### src/rtl/axis_packetizer_pkg.sv
// Shared types and default widths for the AXI-Stream packetizer.
package axis_packetizer_pkg;

    localparam int DATA_W_DEF = 32;
    localparam int LEN_W_DEF  = 16;

    typedef enum logic [1:0] {
        ST_IDLE  = 2'd0,
        ST_RUN   = 2'd1,
        ST_DRAIN = 2'd2
    } pkt_state_e;

endpackage

### src/rtl/axis_skid_buffer.sv
// Two-entry (main + skid) stream buffer with a registered ready, so the
// upstream ready never depends combinationally on the downstream ready.
module axis_skid_buffer #(
    parameter int W = 33
) (
    input  logic         i_clk,
    input  logic         i_rst,
    input  logic         i_allow,
    input  logic         i_valid,
    input  logic [W-1:0] i_data,
    output logic         o_ready,
    output logic         o_valid,
    output logic [W-1:0] o_data,
    input  logic         i_ready,
    output logic         o_empty
);

    // A beat transfers on either side only when valid && ready are both high
    // at a rising edge; valid, once raised, holds with stable data until then.
    logic         main_valid_q, main_valid_d;
    logic         skid_valid_q, skid_valid_d;
    logic [W-1:0] main_data_q,  main_data_d;
    logic [W-1:0] skid_data_q,  skid_data_d;
    logic         ready_q,      ready_d;
    logic         accept;
    logic         pop;

    assign accept = i_valid && ready_q;
    assign pop    = main_valid_q && i_ready;

    always_comb begin
        main_valid_d = main_valid_q;
        skid_valid_d = skid_valid_q;
        main_data_d  = main_data_q;
        skid_data_d  = skid_data_q;
        if (!main_valid_q || pop) begin
            if (skid_valid_q) begin
                main_valid_d = 1'b1;
                main_data_d  = skid_data_q;
                skid_valid_d = 1'b0;
            end else if (accept) begin
                main_valid_d = 1'b1;
                main_data_d  = i_data;
            end else begin
                main_valid_d = 1'b0;
            end
        end else if (accept) begin
            // Main is stalled: the beat already in flight parks in skid.
            skid_valid_d = 1'b1;
            skid_data_d  = i_data;
        end
        ready_d = i_allow && !skid_valid_d;
    end

    always_ff @(posedge i_clk) begin
        if (i_rst) begin
            main_valid_q <= 1'b0;
            skid_valid_q <= 1'b0;
            main_data_q  <= '0;
            skid_data_q  <= '0;
            ready_q      <= 1'b0;
        end else begin
            main_valid_q <= main_valid_d;
            skid_valid_q <= skid_valid_d;
            main_data_q  <= main_data_d;
            skid_data_q  <= skid_data_d;
            ready_q      <= ready_d;
        end
    end

    assign o_ready = ready_q;
    assign o_valid = main_valid_q;
    assign o_data  = main_data_q;
    assign o_empty = !main_valid_q && !skid_valid_q;

endmodule

### src/rtl/axis_packetizer.sv
// Groups an incoming AXI-Stream into fixed-length packets with TLAST,
// counting completed packets and raising a sticky completion interrupt.
module axis_packetizer
    import axis_packetizer_pkg::*;
#(
    parameter int DATA_W = DATA_W_DEF,
    parameter int LEN_W  = LEN_W_DEF
) (
    input  logic              i_clk,
    input  logic              i_rst,
    input  logic              i_data_valid,
    input  logic [DATA_W-1:0] i_data,
    output logic              o_data_ready,
    output logic [DATA_W-1:0] o_data,
    output logic              o_data_valid,
    output logic              o_data_last,
    input  logic              i_data_ready,
    input  logic              i_enable,
    input  logic [LEN_W-1:0]  i_pkt_len,
    input  logic              i_intr_clr,
    output logic [31:0]       o_pkt_count,
    output logic              o_busy,
    output logic              o_intr
);

    pkt_state_e        state_q,     state_d;
    logic [LEN_W-1:0]  len_q,       len_d;
    logic [LEN_W-1:0]  beat_cnt_q,  beat_cnt_d;
    logic [31:0]       pkt_count_q, pkt_count_d;
    logic              intr_q,      intr_d;

    logic              accept;
    logic              is_last;
    logic              complete;
    logic              buf_empty;
    logic              buf_allow;
    logic [LEN_W-1:0]  pkt_len_eff;
    logic [DATA_W:0]   buf_in;
    logic [DATA_W:0]   buf_out;

    assign accept      = i_data_valid && o_data_ready;
    assign is_last     = (beat_cnt_q == len_q - 1'b1);
    assign pkt_len_eff = (i_pkt_len == '0) ? {{(LEN_W-1){1'b0}}, 1'b1} : i_pkt_len;
    assign complete    = o_data_valid && i_data_ready && o_data_last;

    always_comb begin
        state_d    = state_q;
        len_d      = len_q;
        beat_cnt_d = beat_cnt_q;
        case (state_q)
            ST_IDLE: begin
                if (i_enable) begin
                    state_d    = ST_RUN;
                    len_d      = pkt_len_eff;
                    beat_cnt_d = '0;
                end
            end
            ST_RUN: begin
                if (accept) begin
                    if (is_last) begin
                        beat_cnt_d = '0;
                        // Enable and length only matter at a packet boundary.
                        if (i_enable) begin
                            len_d = pkt_len_eff;
                        end else begin
                            state_d = ST_DRAIN;
                        end
                    end else begin
                        beat_cnt_d = beat_cnt_q + 1'b1;
                    end
                end
            end
            ST_DRAIN: begin
                if (buf_empty) begin
                    state_d = ST_IDLE;
                end
            end
            default: state_d = ST_IDLE;
        endcase

        pkt_count_d = pkt_count_q + {31'd0, complete};
        intr_d      = complete || (intr_q && !i_intr_clr);
    end

    always_ff @(posedge i_clk) begin
        if (i_rst) begin
            state_q     <= ST_IDLE;
            len_q       <= '0;
            beat_cnt_q  <= '0;
            pkt_count_q <= '0;
            intr_q      <= 1'b0;
        end else begin
            state_q     <= state_d;
            len_q       <= len_d;
            beat_cnt_q  <= beat_cnt_d;
            pkt_count_q <= pkt_count_d;
            intr_q      <= intr_d;
        end
    end

    // Ready is computed from the next state so the buffer's registered
    // ready is already correct in the first cycle of RUN and drops in DRAIN.
    assign buf_allow = (state_d == ST_RUN);
    assign buf_in    = {(state_q == ST_RUN) && is_last, i_data};

    axis_skid_buffer #(
        .W (DATA_W + 1)
    ) u_skid (
        .i_clk   (i_clk),
        .i_rst   (i_rst),
        .i_allow (buf_allow),
        .i_valid (i_data_valid),
        .i_data  (buf_in),
        .o_ready (o_data_ready),
        .o_valid (o_data_valid),
        .o_data  (buf_out),
        .i_ready (i_data_ready),
        .o_empty (buf_empty)
    );

    assign o_data      = buf_out[DATA_W-1:0];
    assign o_data_last = buf_out[DATA_W];
    assign o_pkt_count = pkt_count_q;
    assign o_intr      = intr_q;
    assign o_busy      = ((state_q != ST_IDLE) && ((beat_cnt_q != '0) || !buf_empty))
                         || (state_q == ST_DRAIN);

endmodule

### config.mk
export PLATFORM = sky130hd
export DESIGN_NAME = axis_packetizer
export DESIGN_NICKNAME = d
export VERILOG_FILES = /design/src/rtl/axis_packetizer_pkg.sv /design/src/rtl/axis_skid_buffer.sv /design/src/rtl/axis_packetizer.sv
export SDC_FILE = /design/constraint.sdc
export NUM_CORES = 1
export LEC_CHECK = 0
export ABC_AREA = 1
export CAP_MARGIN = 20
export CORE_MARGIN = 2
export CORE_UTILIZATION = 52
export DETAILED_ROUTE_END_ITERATION = 12
export PLACE_DENSITY_LB_ADDON = 0.12
export SETUP_SLACK_MARGIN = 0.5
export SYNTH_ARGS = -nofsm -noshare
export SYNTH_HDL_FRONTEND = slang
export SYNTH_SLANG_ARGS = --single-unit
### constraint.sdc
create_clock -name i_clk -period 2.6 [get_ports i_clk]
set_input_delay 0.26 -clock i_clk [delete_from_list [all_inputs] [get_ports i_clk]]
set_output_delay 0.26 -clock i_clk [all_outputs]
set_load 0.03 [all_outputs]
[After elaboration in Yosys (flattened, before gate mapping)]
Index checks and enable logic that the tools add are counted.
Word-level totals
  register bits: 136
  input port bits: 54
  output and inout bits: 69
  word-level logic and storage cells: 69
Operators by class
  $add $sub $neg: 3
  equality and inequality tests: 7
  mux-type cells: 21
  bitwise logic cells: 1
  reductions and logical operators: 27
Operators by type and width (count)
  16-bit two-way mux: 7
  33-bit two-way mux: 2
  16-bit case mux with 2 select lines: 2
  32-bit by 1-bit adder with 32-bit output: 1
  16-bit by 1-bit adder with 16-bit output (second input constant): 1
  16-bit == test: 1
  16-bit zero test: 1
  16-bit nonzero test: 1
  16-bit by 1-bit subtractor with 16-bit output (second input constant): 1
  2-bit two-way mux: 5
  1-bit logical AND: 8
  2-bit != test (second input constant): 3
  2-bit case mux with 3 select lines: 1
  3-bit AND reduction: 2
  2-bit nonzero test: 3
  1-bit zero test: 5
  2-bit by 1-bit == test with 1-bit output (second input constant): 2
  1-bit logical OR: 4
  1-bit two-way mux: 4
  2-bit AND reduction: 2
  2-bit == test (second input constant): 1
  2-bit zero test: 1
  1-bit inverter: 1

[Depth between registers and ports, before layout]
Gate-level depths: netlist (run 1).
  depth in word-level cells: 7
  depth in mapped cells: 18
  depth with buffers taken out: 17

[Modules after synthesis]
From an unflattened synthesis (run 1), not the netlist that was laid out.
Second synthesis, totals
  cell total of the unflattened synthesis: 1146
  area, all modules: 7307.0 um^2
Modules (own cells, without submodules)
  axis_packetizer: times used 1, cells an instance 640, area an instance 4134.0 um^2, sequential area each 1341.3 um^2
  axis_skid_buffer: times used 1, cells an instance 506, area an instance 3173.0 um^2, sequential area each 1381.3 um^2

[Least setup slack after synthesis (run 1)]
No wires, ideal clock.
  path type: reg2reg
  start point: reg u_skid.main_valid_q, in the netlist u_skid.o_valid
  end point: reg pkt_count_q[26], in the netlist o_pkt_count[26]
  library setup time: 119 ps
  arrival time: 2388 ps
  data required time: 2481 ps
  setup slack: 93 ps
  cell stages (with the launch flop): 18
  path buffers: 0
  clock period less this slack: 2507 ps
  cell sequence: dfxtp_1 -> nand3_1 -> inv_1 -> ha_1 -> ha_1 -> nand2_1 -> nor2_1 -> nand2_1 -> nor3_2 -> nand2_1 -> inv_1 -> nand2_1 -> nor2_1 -> inv_1 -> nor2_2 -> nand3_1 -> o21ai_0 -> a21oi_1
Between the ends
  cells in the longest elaborated chain, start to end: 3
RTL lines
  start, declared: line axis_skid_buffer.sv:20  | logic main_valid_q, main_valid_d;
  start signal, assigned: line axis_skid_buffer.sv:63  | main_valid_q <= main_valid_d;
  1-bit logical AND (2 in series): line axis_packetizer.sv:44  | assign complete = o_data_valid && i_data_ready && o_data_last;
  32-bit by 1-bit adder with 32-bit output: line axis_packetizer.sv:81  | pkt_count_d = pkt_count_q + {31'd0, complete};
  end signal, assigned: line axis_packetizer.sv:96  | pkt_count_q <= pkt_count_d;
  end, declared: line axis_packetizer.sv:29  | logic [31:0] pkt_count_q, pkt_count_d;
Every way passes these cells.
A chain may end at the register's enable or synchronous reset.

[Worst setup path after layout (run 1)]
  start point: reg beat_cnt_q[0]
  end point: out o_busy
Between the ends
  cells in the longest elaborated chain, start to end: 4
RTL lines
  start, declared: line axis_packetizer.sv:28  | logic [LEN_W-1:0] beat_cnt_q, beat_cnt_d;
  start signal, assigned: line axis_packetizer.sv:95  | beat_cnt_q <= beat_cnt_d;
  16-bit nonzero test: line axis_packetizer.sv:125  | assign o_busy = ((state_q != ST_IDLE) && ((beat_cnt_q != '0) || !buf_empty))
  1-bit logical OR: line axis_packetizer.sv:125
  1-bit logical AND: line axis_packetizer.sv:125
  1-bit logical OR: line axis_packetizer.sv:126  | || (state_q == ST_DRAIN);
  end, declared: line axis_packetizer.sv:22  | output logic o_busy,
Every way passes these cells.

==> reports/qor.yml, run 1 <==
cts_tree: "yes"
synthCells: 947
syn_area_sq_um: 6524
grt_overflow: 0
critPathMaxFanout: 4
period_needed_ns: 2.196
root_buffer: "clkbuf_16"
min_from: "i_data_ready"
clk_pin_slew_worst_paths_ns: 0.06
required_ns: 2.34
crit_family: "compound AO/OA/AOI/OAI gates"
cpMaxStageDelayCell: "o41ai_2"
insertion_delay_ns: 0.42
worst_r2r_path_depth: 13
dieArea_sq_um: 13460
drive_above_1_share_pct: 15.82
htreeDepth: 4
layout_commonest_cell: "nand2_1"
crit_buf_inv: 2
synth.distinct_cells: 35
worstSetupStartpointType: "register"
min_to: "u_skid.skid_valid_q"
die_w_um: 116.0
worst_pin_slew_ns: 0.6082
post-route-period-util_pct: 84.47
initial_utilization_pct: 53.86
power_uw: 5683
rsz0062_at_grt: "yes"
dr.first_iter.drc_count: 420
cp_data_arrival_time_ns: 1.94
post-route-util_pct: 76.52
setup-violations-final: 0
drt-wirelength-per-cell_um: 14.34
antenna_found_initial: 0
boundaryPins: 123
hpwl_mm: 11.39
fp.dieH_um: 116.0
cap_violations: 0
slew_headroom_pct: 59.45
crit_chain: "inv_2 -> ha_1 -> nand3_1 -> o41ai_2 -> o21ai_1 -> buf_4"
grt_pass1_wl_mm: 28.79
ir_worst_vdd_mv: 0.5025
synth_edf_count: 0
fmax_ghz: 0.4553
core_sq_um: 12110
finalHoldViolCount: 0
dpl.cell_count: 1222
hp-class: "input pin to register"
final_area_sq_um: 9268
ys_warn_count: 0
io_buffer_count: 122
grt_max_degree: 65
cts_hold_buf: 0
ys.flop_type: "dfxtp_1"
gr-usage-all-layers_pct: 26.78
ant_nets: 0
avgViaCountPerCell: 5.279
status: "completed"
vias: 6726
ff2ff_setup_slack_ns: 0.43
syn_to_final_growth_pct: 42.06
critPathCaptureType: "primary output"
gp_congestion: 0.8999
r2r-end: "o_pkt_count[19]"
ys_ff_latch: 136
clock_sinks: 136
powerDensity_nw_per_um2: 613.2
grt_pass1_vias: 6079
async_flop_share_pct: 0
fin_nets: 1152
post_synth.cell_area_avg_sq_um: 6.889
ys_seq_area_share_pct: 41.73
dr.pass1.iters: 5
hold_depth: 4
routed_wl_mm: 18.27
slew_viol_final: 0
syn_nets: 1006
placed_area_sq_um: 8065
cts_buffers: 17
crit_type: "register to primary output"
antennaDiodeCount: 0
leakagePower_uw: 0.003766
rows: 40
r2r_start: "u_skid.o_data[32]"
layout.cells.most_common_list: "nand2_1 (186), nor2_1 (150), dfxtp_1 (124)"
clock_path_buffers: 2
final_cell_count_no_fill: 1274
fin_skew_ns: 0.008086
drc: 0
cp_slowest_stage_delay_ns: 0.38
[routing by layer]
metal  part of all wire (%)  vias to the layer above  GRT usage, %
li1                       -                     3391             -
met1                     44                     3064         35.46
met5                      0                        -             0
met2                     47                      224         42.11
met4                    2.8                        0         10.16
met3                    6.5                       47         7.061
[registers in the layout, summed over array words and instances (netlist names)]
| signal | count |
|---|---|
| u_skid.o_ready | 1 |
| u_skid.skid_valid_q | 1 |
| o_pkt_count | 32 |
| beat_cnt_q | 16 |
| len_q | 16 |
| o_intr | 1 |
| u_skid.o_valid | 1 |
| u_skid.skid_data_q | 33 |
| state_q | 2 |
| u_skid.o_data | 33 |
[how the worst max path moves through the flow]
stage	startpoint	end	slack, ns	cells after the start
floorplan	u_skid.o_data[32]	o_pkt_count[26]	0.35	17
global placement	i_data_ready	o_pkt_count[26]	-0.01	18
detailed placement	i_data_ready	o_pkt_count[24]	-0.04	18
CTS	len_q[1]	len_q[5]	0.51	16
global route	len_q[1]	len_q[11]	0.34	14
finish	beat_cnt_q[0]	o_busy	0.40	6
[Yosys cell counts (all sizes together), types with 6 or more instances]
master	number	share of area (%)
o21a	13	1.5
xor2	19	2.6
a21oi	43	3.4
inv	84	4.8
a31oi	33	3.2
nand3b	11	1.3
nor3	18	1.5
nand4	15	1.4
nand2	203	12
dfxtp	136	42
xnor2	6	0.81
clkbuf	32	1.8
nand3	37	2.8
nor2	181	11
o21ai	91	7.0
buf	7	0.61
[stage by stage]
step / hold slack [ns] / setup WS, ns / TNS [ns]
floorplan: 0.3949 / 0.3468 / 0
CTS: 0.3348 / 0.5089 / 0
global route: 0.3955 / 0.3391 / 0
finish: 0.4008 / 0.4037 / 0
global placement: 0.4508 / -0.01202 / -0.01202
detailed placement: 0.4557 / -0.04256 / -0.1169
[worst register-to-register path, cell delays in order, from the launching register on]
cell and delay (ns):
dfxtp_4 0.36, nand3_4 0.08, inv_2 0.07, ha_4 0.15, nand3_2 0.12, nor2_4 0.16, nand4_1 0.11, nor2_2 0.16
nand3b_1 0.14, buf_4 0.18, nor3_2 0.17, nand2_1 0.11, o21ai_0 0.19, a21oi_1 0.06
[cells by family after synthesis]
group | share of synthesized area (%)
adder cells (fa/ha/maj) | 0.9590
XOR/XNOR | 3.702
flip-flops | 41.73
AND/OR/NAND/NOR | 30.94
AO/OA/AOI/OAI | 15.27
buffers and inverters | 7.403
[power by group]
part           total, uW  internal (uW)  switching, uW
combinational        838            352            487
sequential          2210           2150           64.7
clock               2630           1710            917
[area by class of cell]
cell class	count	area, sq um
inverters	86	327.8
fillers	909	2844
multi-input cells	689	3751
clock buffers	22	484.2
well taps	168	210.2
clock inverters	10	162.7
repair buffers	163	1584
flip-flops and latches	136	2748
[what timing repair did]
action                     in CTS  in global routing
resized for setup              38                 74
setup endpoints to repair      37                 82
setup buffers                   5                 12
pin swaps                       6                 30
gates cloned                    2                  1
No activity file was read; power rests on OpenSTA's default activity.
==> run 2, diff against run 1 <==
Clock period 2.6 ns to 2.2 ns, I/O delays scaled along.
==> reports/qor.yml, run 2 (synthesis results as in run 1) <==
post-route-period-util_pct: 104.3
r2r_start: "u_skid.o_data[32]"  # unchanged
cap_violations: 0  # unchanged
pre_cts_ws_ns: -0.4308  # was -0.04256 ns
grt_pass1_wl_mm: 30.57  # was 28.79 mm
drive_above_1_share_pct: 23.48  # was 15.82%
fin_nets: 1202  # was 1152
failed_checks: "setup timing"
p_comb_share_pct: 17.1  # was 14.8%
required_ns: 2.50  # was 2.34 ns
status: "finished with violations"  # was completed
slew_headroom_pct: 63.27  # was 59.45%
syn_to_final_growth_pct: 52.70  # was 42.06%
clkPwrFrac_pct: 42.2  # was 46.3%
fill_cells: 747  # was 909
final_cell_count_no_fill: 1322  # was 1274
avgViaCountPerCell: 5.629  # was 5.279
cp_slowest_stage_delay_ns: 0.56  # was 0.38 ns
root_buffer: "clkbuf_16"  # unchanged
finalHoldViolCount: 0  # unchanged
layout.cells.most_common_list: "nand2_1 (170), nor2_1 (136), dfxtp_1 (127)"  # was nand2_1 (186), nor2_1 (150), dfxtp_1 (124)
holdWs_ns: 0.3928  # was 0.4008 ns
fin_skew_ns: 0.005910  # was 0.008086 ns
cts_buffers: 17  # unchanged
cp_data_arrival_time_ns: 2.59  # was 1.94 ns
slew_viol_final: 0  # unchanged
gr-usage-all-layers_pct: 28.53  # was 26.78%
worst_pin_slew_ns: 0.5467  # was 0.6082 ns
setup_tns_ns: -0.4045  # was 0 ns
cts_tree: "yes"  # unchanged
cp.depth: 17  # was 6
cpMaxStageDelayCell: "clkdlybuf4s50_1"  # was o41ai_2
leakagePower_uw: 0.004453  # was 0.003766 uW
rsz0062_at_grt: "yes"  # unchanged
p_sw_uw: 1811  # was 1468 uW
clock_path_buffers: 2  # unchanged
drt-wirelength-per-cell_um: 17.05  # was 14.34 um
critPathCaptureType: "register"  # was primary output
antennaDiodeCount: 0  # unchanged
hpwl_mm: 11.39  # about the same
powerDensity_nw_per_um2: 644.0  # was 613.2 nW/um^2
crit_family: "simple AND/OR/NAND/NOR gates"  # was compound AO/OA/AOI/OAI gates
ant_nets: 0  # unchanged
grt_pass1_vias: 6588  # was 6079
min_from: "i_data[27]"  # was i_data_ready
critPathMaxFanout: 5  # was 4
crit_chain: "clkdlybuf4s50_1 -> nand3_4 -> inv_2 -> ha_4 -> ha_4 -> nand2_4 -> nor2_4 -> nand2_2 -> nor3_4 -> nand2_2 -> inv_2 -> nand2_4 -> nor2_4 -> inv_4 -> nor3_4 -> buf_4 -> a21oi_1"  # was inv_2 -> ha_1 -> nand3_1 -> o41ai_2 -> o21ai_1 -> buf_4
ff2ff_setup_slack_ns: -0.08  # was 0.43 ns
io_buffer_count: 122  # unchanged
rows: 40  # unchanged
dr.first_iter.drc_count: 658  # was 420
power_uw: 6416  # was 5683 uW
ir_worst_vdd_mv: 0.6063  # was 0.5025 mV
clk_pin_slew_worst_paths_ns: 0.06  # about the same
grt_max_degree: 65  # unchanged
period_needed_ns: 2.294
vias: 7441  # was 6726
fp.dieH_um: 116.0  # unchanged
initial_utilization_pct: 53.86  # unchanged
hp-class: "input pin to register"  # unchanged
boundaryPins: 123  # unchanged
crit_buf_inv: 5  # was 2
p_seq_share_pct: 40.7  # was 39.0%
core_sq_um: 12110  # unchanged
min_to: "u_skid.o_data[27]"  # was u_skid.skid_valid_q
htreeDepth: 4  # unchanged
worstSetupStartpointType: "input pin"  # was register
sw_frac_of_total_pct: 28.23  # was 25.84%
dieArea_sq_um: 13460  # unchanged
worst_r2r_path_depth: 16  # was 13
setup_ws_ns: -0.09375  # was 0.4037 ns
clock_sinks: 136  # unchanged
setup-violations-final: 11  # was 0
r2r-end: "o_pkt_count[28]"  # was o_pkt_count[19]
fmax_ghz: 0.4360
antenna_found_initial: 0  # unchanged
grt_overflow: 0  # unchanged
cts_hold_buf: 0  # unchanged
routed_wl_mm: 22.54  # was 18.27 mm
dpl.cell_count: 1237  # was 1222
hold_depth: 3  # was 4
drc: 0  # unchanged
dr.pass1.iters: 5  # unchanged
insertion_delay_ns: 0.43  # was 0.42 ns
layout_commonest_cell: "nand2_1"  # unchanged
gp_congestion: 0.9258  # was 0.8999
die_w_um: 116.0  # unchanged
crit_type: "input pin to register"  # was register to primary output
p_int_uw: 4605  # was 4215 uW
-- run 2: area by class of cell --
type | count | area [sq um] | area share (%)
multi-input cells | 688 | 3978 | 39.93
flip-flops and latches | 136 | 2739 | 27.49
repair buffers | 214 | 2150 | 21.58
clock buffers | 20 | 456.7 | 4.584
inverters | 86 | 330.3 | 3.316
well taps | 168 | 210.2 | 2.110
clock inverters | 10 | 98.84 | 0.9922
-- run 2: power by group through the flow --
stage               Sequential (uW)  Clock [uW]  Combinational, uW
floorplan                      2730           0                459
global placement               2660           0                864
detailed placement             2650           0                876
CTS                            2600        2710                920
global route                   2620        2820               1170
finish                         2610        2710               1100
-- run 2: worst max-delay path by stage --
stage                                  from         endpoint  slack (ns)
final                          i_data_ready  o_pkt_count[28]       -0.09
after global placement         i_data_ready  o_pkt_count[26]       -0.38
after CTS                    u_skid.o_valid           o_busy        0.12
after floorplan           u_skid.o_data[32]  o_pkt_count[26]       -0.02
after global routing           i_data_ready  o_pkt_count[19]       -0.21
after detailed placement       i_data_ready  o_pkt_count[26]       -0.43
-- run 2: tightest hold or removal path, stage by stage --
cell	delay, ns
clkdlybuf4s50_1	0.42
nand2_1	0.07
a31oi_1	0.07
-- run 2: stage by stage --
step	utilization [%]	area [sq um]
3_5_place_dp	68.52	8299
6_report	82.25	9962
4_1_cts	77.16	9345
5_1_grt	82.25	9962
3_3_place_gp	68.52	8299
2_1_floorplan	-	6676
-- run 2: metal layers --
layer | routed length (um) | vias up | track usage (%)
met5 | 0 | - | 0
met4 | 744 | 0 | 12.38
met3 | 1818 | 80 | 7.322
met2 | 10940 | 437 | 46.08
met1 | 9038 | 3441 | 36.24
li1 | - | 3483 | -
-- run 2: timing repair --
| action | CTS | global route |
|---|---|---|
| resized for setup | 118 | 111 |
| cloned | 1 | 4 |
| setup buffers | 31 | 19 |
| setup endpoints to repair | 122 | 139 |
| pin swaps | 25 | 43 |
==> run 3, diff against run 2 <==
Settings changed: GPL_TIMING_DRIVEN set to 0.
==> reports/qor.yml, run 3 (synthesis results as in run 1) <==
holdWs_ns: 0.3222  # was 0.3928 ns
crit_chain: "nand3_4 -> inv_2 -> ha_4 -> ha_4 -> nand2_4 -> nor2_4 -> nand2_4 -> nor3_4 -> nand2_2 -> inv_2 -> nand2_4 -> nor2_4 -> inv_4 -> nor2_4 -> nand3_2 -> o21ai_2 -> a21oi_1"  # was clkdlybuf4s50_1 -> nand3_4 -> inv_2 -> ha_4 -> ha_4 -> nand2_4 -> nor2_4 -> nand2_2 -> nor3_4 -> nand2_2 -> inv_2 -> nand2_4 -> nor2_4 -> inv_4 -> nor3_4 -> buf_4 -> a21oi_1
pre_cts_ws_ns: -0.6219  # was -0.4308 ns
cts_tree: "yes"  # unchanged
antenna_found_initial: 0  # unchanged
slew_viol_final: 0  # unchanged
gp_congestion: 0.9016  # was 0.9258
cts_buffers: 17  # unchanged
fin_skew_ns: 0.01004  # was 0.005910 ns
drive_above_1_share_pct: 19.58  # was 23.48%
ant_nets: 0  # unchanged
failed_checks: "setup timing"  # unchanged
min_to: "u_skid.skid_valid_q"  # was u_skid.o_data[27]
period_needed_ns: 2.243  # was 2.294 ns
cpMaxStageDelayCell: "dfxtp_4"  # was clkdlybuf4s50_1
hold_depth: 4  # was 3
ir_worst_vdd_mv: 0.4741  # was 0.6063 mV
cp_data_arrival_time_ns: 2.56  # was 2.59 ns
rsz0062_at_grt: "yes"  # unchanged
p_seq_share_pct: 41.7  # was 40.7%
dieArea_sq_um: 13460  # unchanged
root_buffer: "clkbuf_16"  # unchanged
required_ns: 2.51  # was 2.50 ns
worst_r2r_path_depth: 17  # was 16
critPathCaptureType: "register"  # unchanged
antennaDiodeCount: 0  # unchanged
io_buffer_count: 121  # was 122
setup_tns_ns: -0.1067  # was -0.4045 ns
post-route-period-util_pct: 101.9  # was 104.3%
dr.first_iter.drc_count: 696  # was 658
insertion_delay_ns: 0.43  # about the same
layout.cells.most_common_list: "nand2_1 (181), nor2_1 (143), dfxtp_1 (130)"  # was nand2_1 (170), nor2_1 (136), dfxtp_1 (127)
rows: 40  # unchanged
gr-usage-all-layers_pct: 28.39  # was 28.53%
status: "finished with violations"  # unchanged
ff2ff_setup_slack_ns: -0.04  # was -0.08 ns
crit_family: "simple AND/OR/NAND/NOR gates"  # unchanged
powerDensity_nw_per_um2: 648.5  # was 644.0 nW/um^2
dpl.cell_count: 1236  # was 1237
drt-wirelength-per-cell_um: 15.75  # was 17.05 um
fp.dieH_um: 116.0  # unchanged
clock_sinks: 136  # unchanged
fill_cells: 832  # was 747
clkPwrFrac_pct: 42.1  # was 42.2%
min_from: "i_data_ready"  # was i_data[27]
finalHoldViolCount: 0  # unchanged
htreeDepth: 4  # unchanged
syn_to_final_growth_pct: 47.70  # was 52.70%
boundaryPins: 123  # unchanged
worstSetupStartpointType: "register"  # was input pin
routed_wl_mm: 20.82  # was 22.54 mm
r2r_start: "u_skid.o_valid"  # was u_skid.o_data[32]
cp_slowest_stage_delay_ns: 0.37  # was 0.56 ns
hp-class: "input pin to register"  # unchanged
initial_utilization_pct: 53.86  # unchanged
layout_commonest_cell: "nand2_1"  # unchanged
setup_ws_ns: -0.04290  # was -0.09375 ns
grt_overflow: 0  # unchanged
vias: 7212  # was 7441
leakagePower_uw: 0.004254  # was 0.004453 uW
grt_pass1_wl_mm: 30.33  # was 30.57 mm
slew_headroom_pct: 47.92  # was 63.27%
crit_type: "register to register"  # was input pin to register
setup-violations-final: 4  # was 11
grt_pass1_vias: 6543  # was 6588
avgViaCountPerCell: 5.455  # was 5.629
dr.pass1.iters: 7  # was 5
final_cell_count_no_fill: 1322  # unchanged
die_w_um: 116.0  # unchanged
r2r-end: "o_pkt_count[26]"  # was o_pkt_count[28]
clk_pin_slew_worst_paths_ns: 0.06  # about the same
worst_pin_slew_ns: 0.7803  # was 0.5467 ns
power_uw: 6249  # was 6416 uW
crit_buf_inv: 3  # was 5
p_int_uw: 4502  # was 4605 uW
p_comb_share_pct: 16.2  # was 17.1%
sw_frac_of_total_pct: 27.96  # was 28.23%
clock_path_buffers: 2  # unchanged
grt_max_degree: 17  # was 65
fin_nets: 1201  # was 1202
hpwl_mm: 12.49  # was 11.39 mm
critPathMaxFanout: 5  # unchanged
p_sw_uw: 1747  # was 1811 uW
core_sq_um: 12110  # unchanged
drc: 0  # unchanged
fmax_ghz: 0.4459  # was 0.4360 GHz
cap_violations: 0  # unchanged
## run 3: cell count changes in the layout (fill, tap and decap cells not counted), sizes merged
cell,delta
nand2,-1
dlygate4sd2,-3
clkinv,-3
clkinvlp,+1
clkdlybuf4s50,+4
clkbuf,+31
bufinv,-1
buf,-26
dlymetal6s2s,-2
## run 3: timing repair
| item | in CTS | in global routing |
|---|---|---|
| cloned | 3 | 0 |
| pin swaps | 24 | 17 |
| endpoints found under the setup margin | 146 | 134 |
| hold buffers | 0 | 0 |
| setup buffers | 34 | 18 |
| resized for setup | 116 | 113 |
## run 3: routing by layer
layer	global-route usage [%]	vias up	part of all wire, %
met4	10.16	0	3.1
met3	6.538	68	8.0
met5	0	-	0
li1	-	3493	-
met1	35.93	3341	40
met2	47.64	310	49
## run 3: worst min-delay path, stage by stage
cell and delay, ns:
dlygate4sd2_1 0.28, nor2_1 0.09, nand2_1 0.07, nor2_1 0.04
## run 3: through the flow
stage,utilization (%),cell area [sq um]
after floorplan,-,6676
after global placement,66.86,8098
after detailed placement,66.86,8098
after CTS,75.57,9153
after global routing,79.56,9635
final,79.56,9635
## run 3: final cells by class
cell class,count,area [sq um],share of cell area [%]
Clock inverter,7,43.79,0.4545
Inverter,86,339.1,3.519
Clock buffer,24,491.7,5.103
Multi-Input combinational cell,687,3904,40.51
Sequential cell,136,2740,28.44
Buffer,39,203.9,2.117
Tap cell,168,210.2,2.182
Timing Repair Buffer,175,1703,17.67
## run 3: worst max-delay path by stage
stage / to / depth (start not counted) / startpoint / slack [ns]
finish: o_pkt_count[26] / 17 / u_skid.o_valid / -0.04
global route: o_pkt_count[26] / 17 / u_skid.o_valid / -0.17
CTS: o_busy / 8 / u_skid.skid_valid_q / 0.11
detailed placement: o_pkt_count[26] / 18 / i_data_ready / -0.62
global placement: o_pkt_count[26] / 18 / i_data_ready / -0.58
floorplan: o_pkt_count[26] / 17 / u_skid.o_data[32] / -0.02
## run 3: power by group through the flow
stage          Clock [uW]  Combinational, uW  Sequential [uW]
2_1_floorplan           0                459             2730
3_3_place_gp            0                846             2660
3_5_place_dp            0                854             2660
4_1_cts              2610                946             2610
5_1_grt              2740               1110             2620
6_report             2630               1010             2610
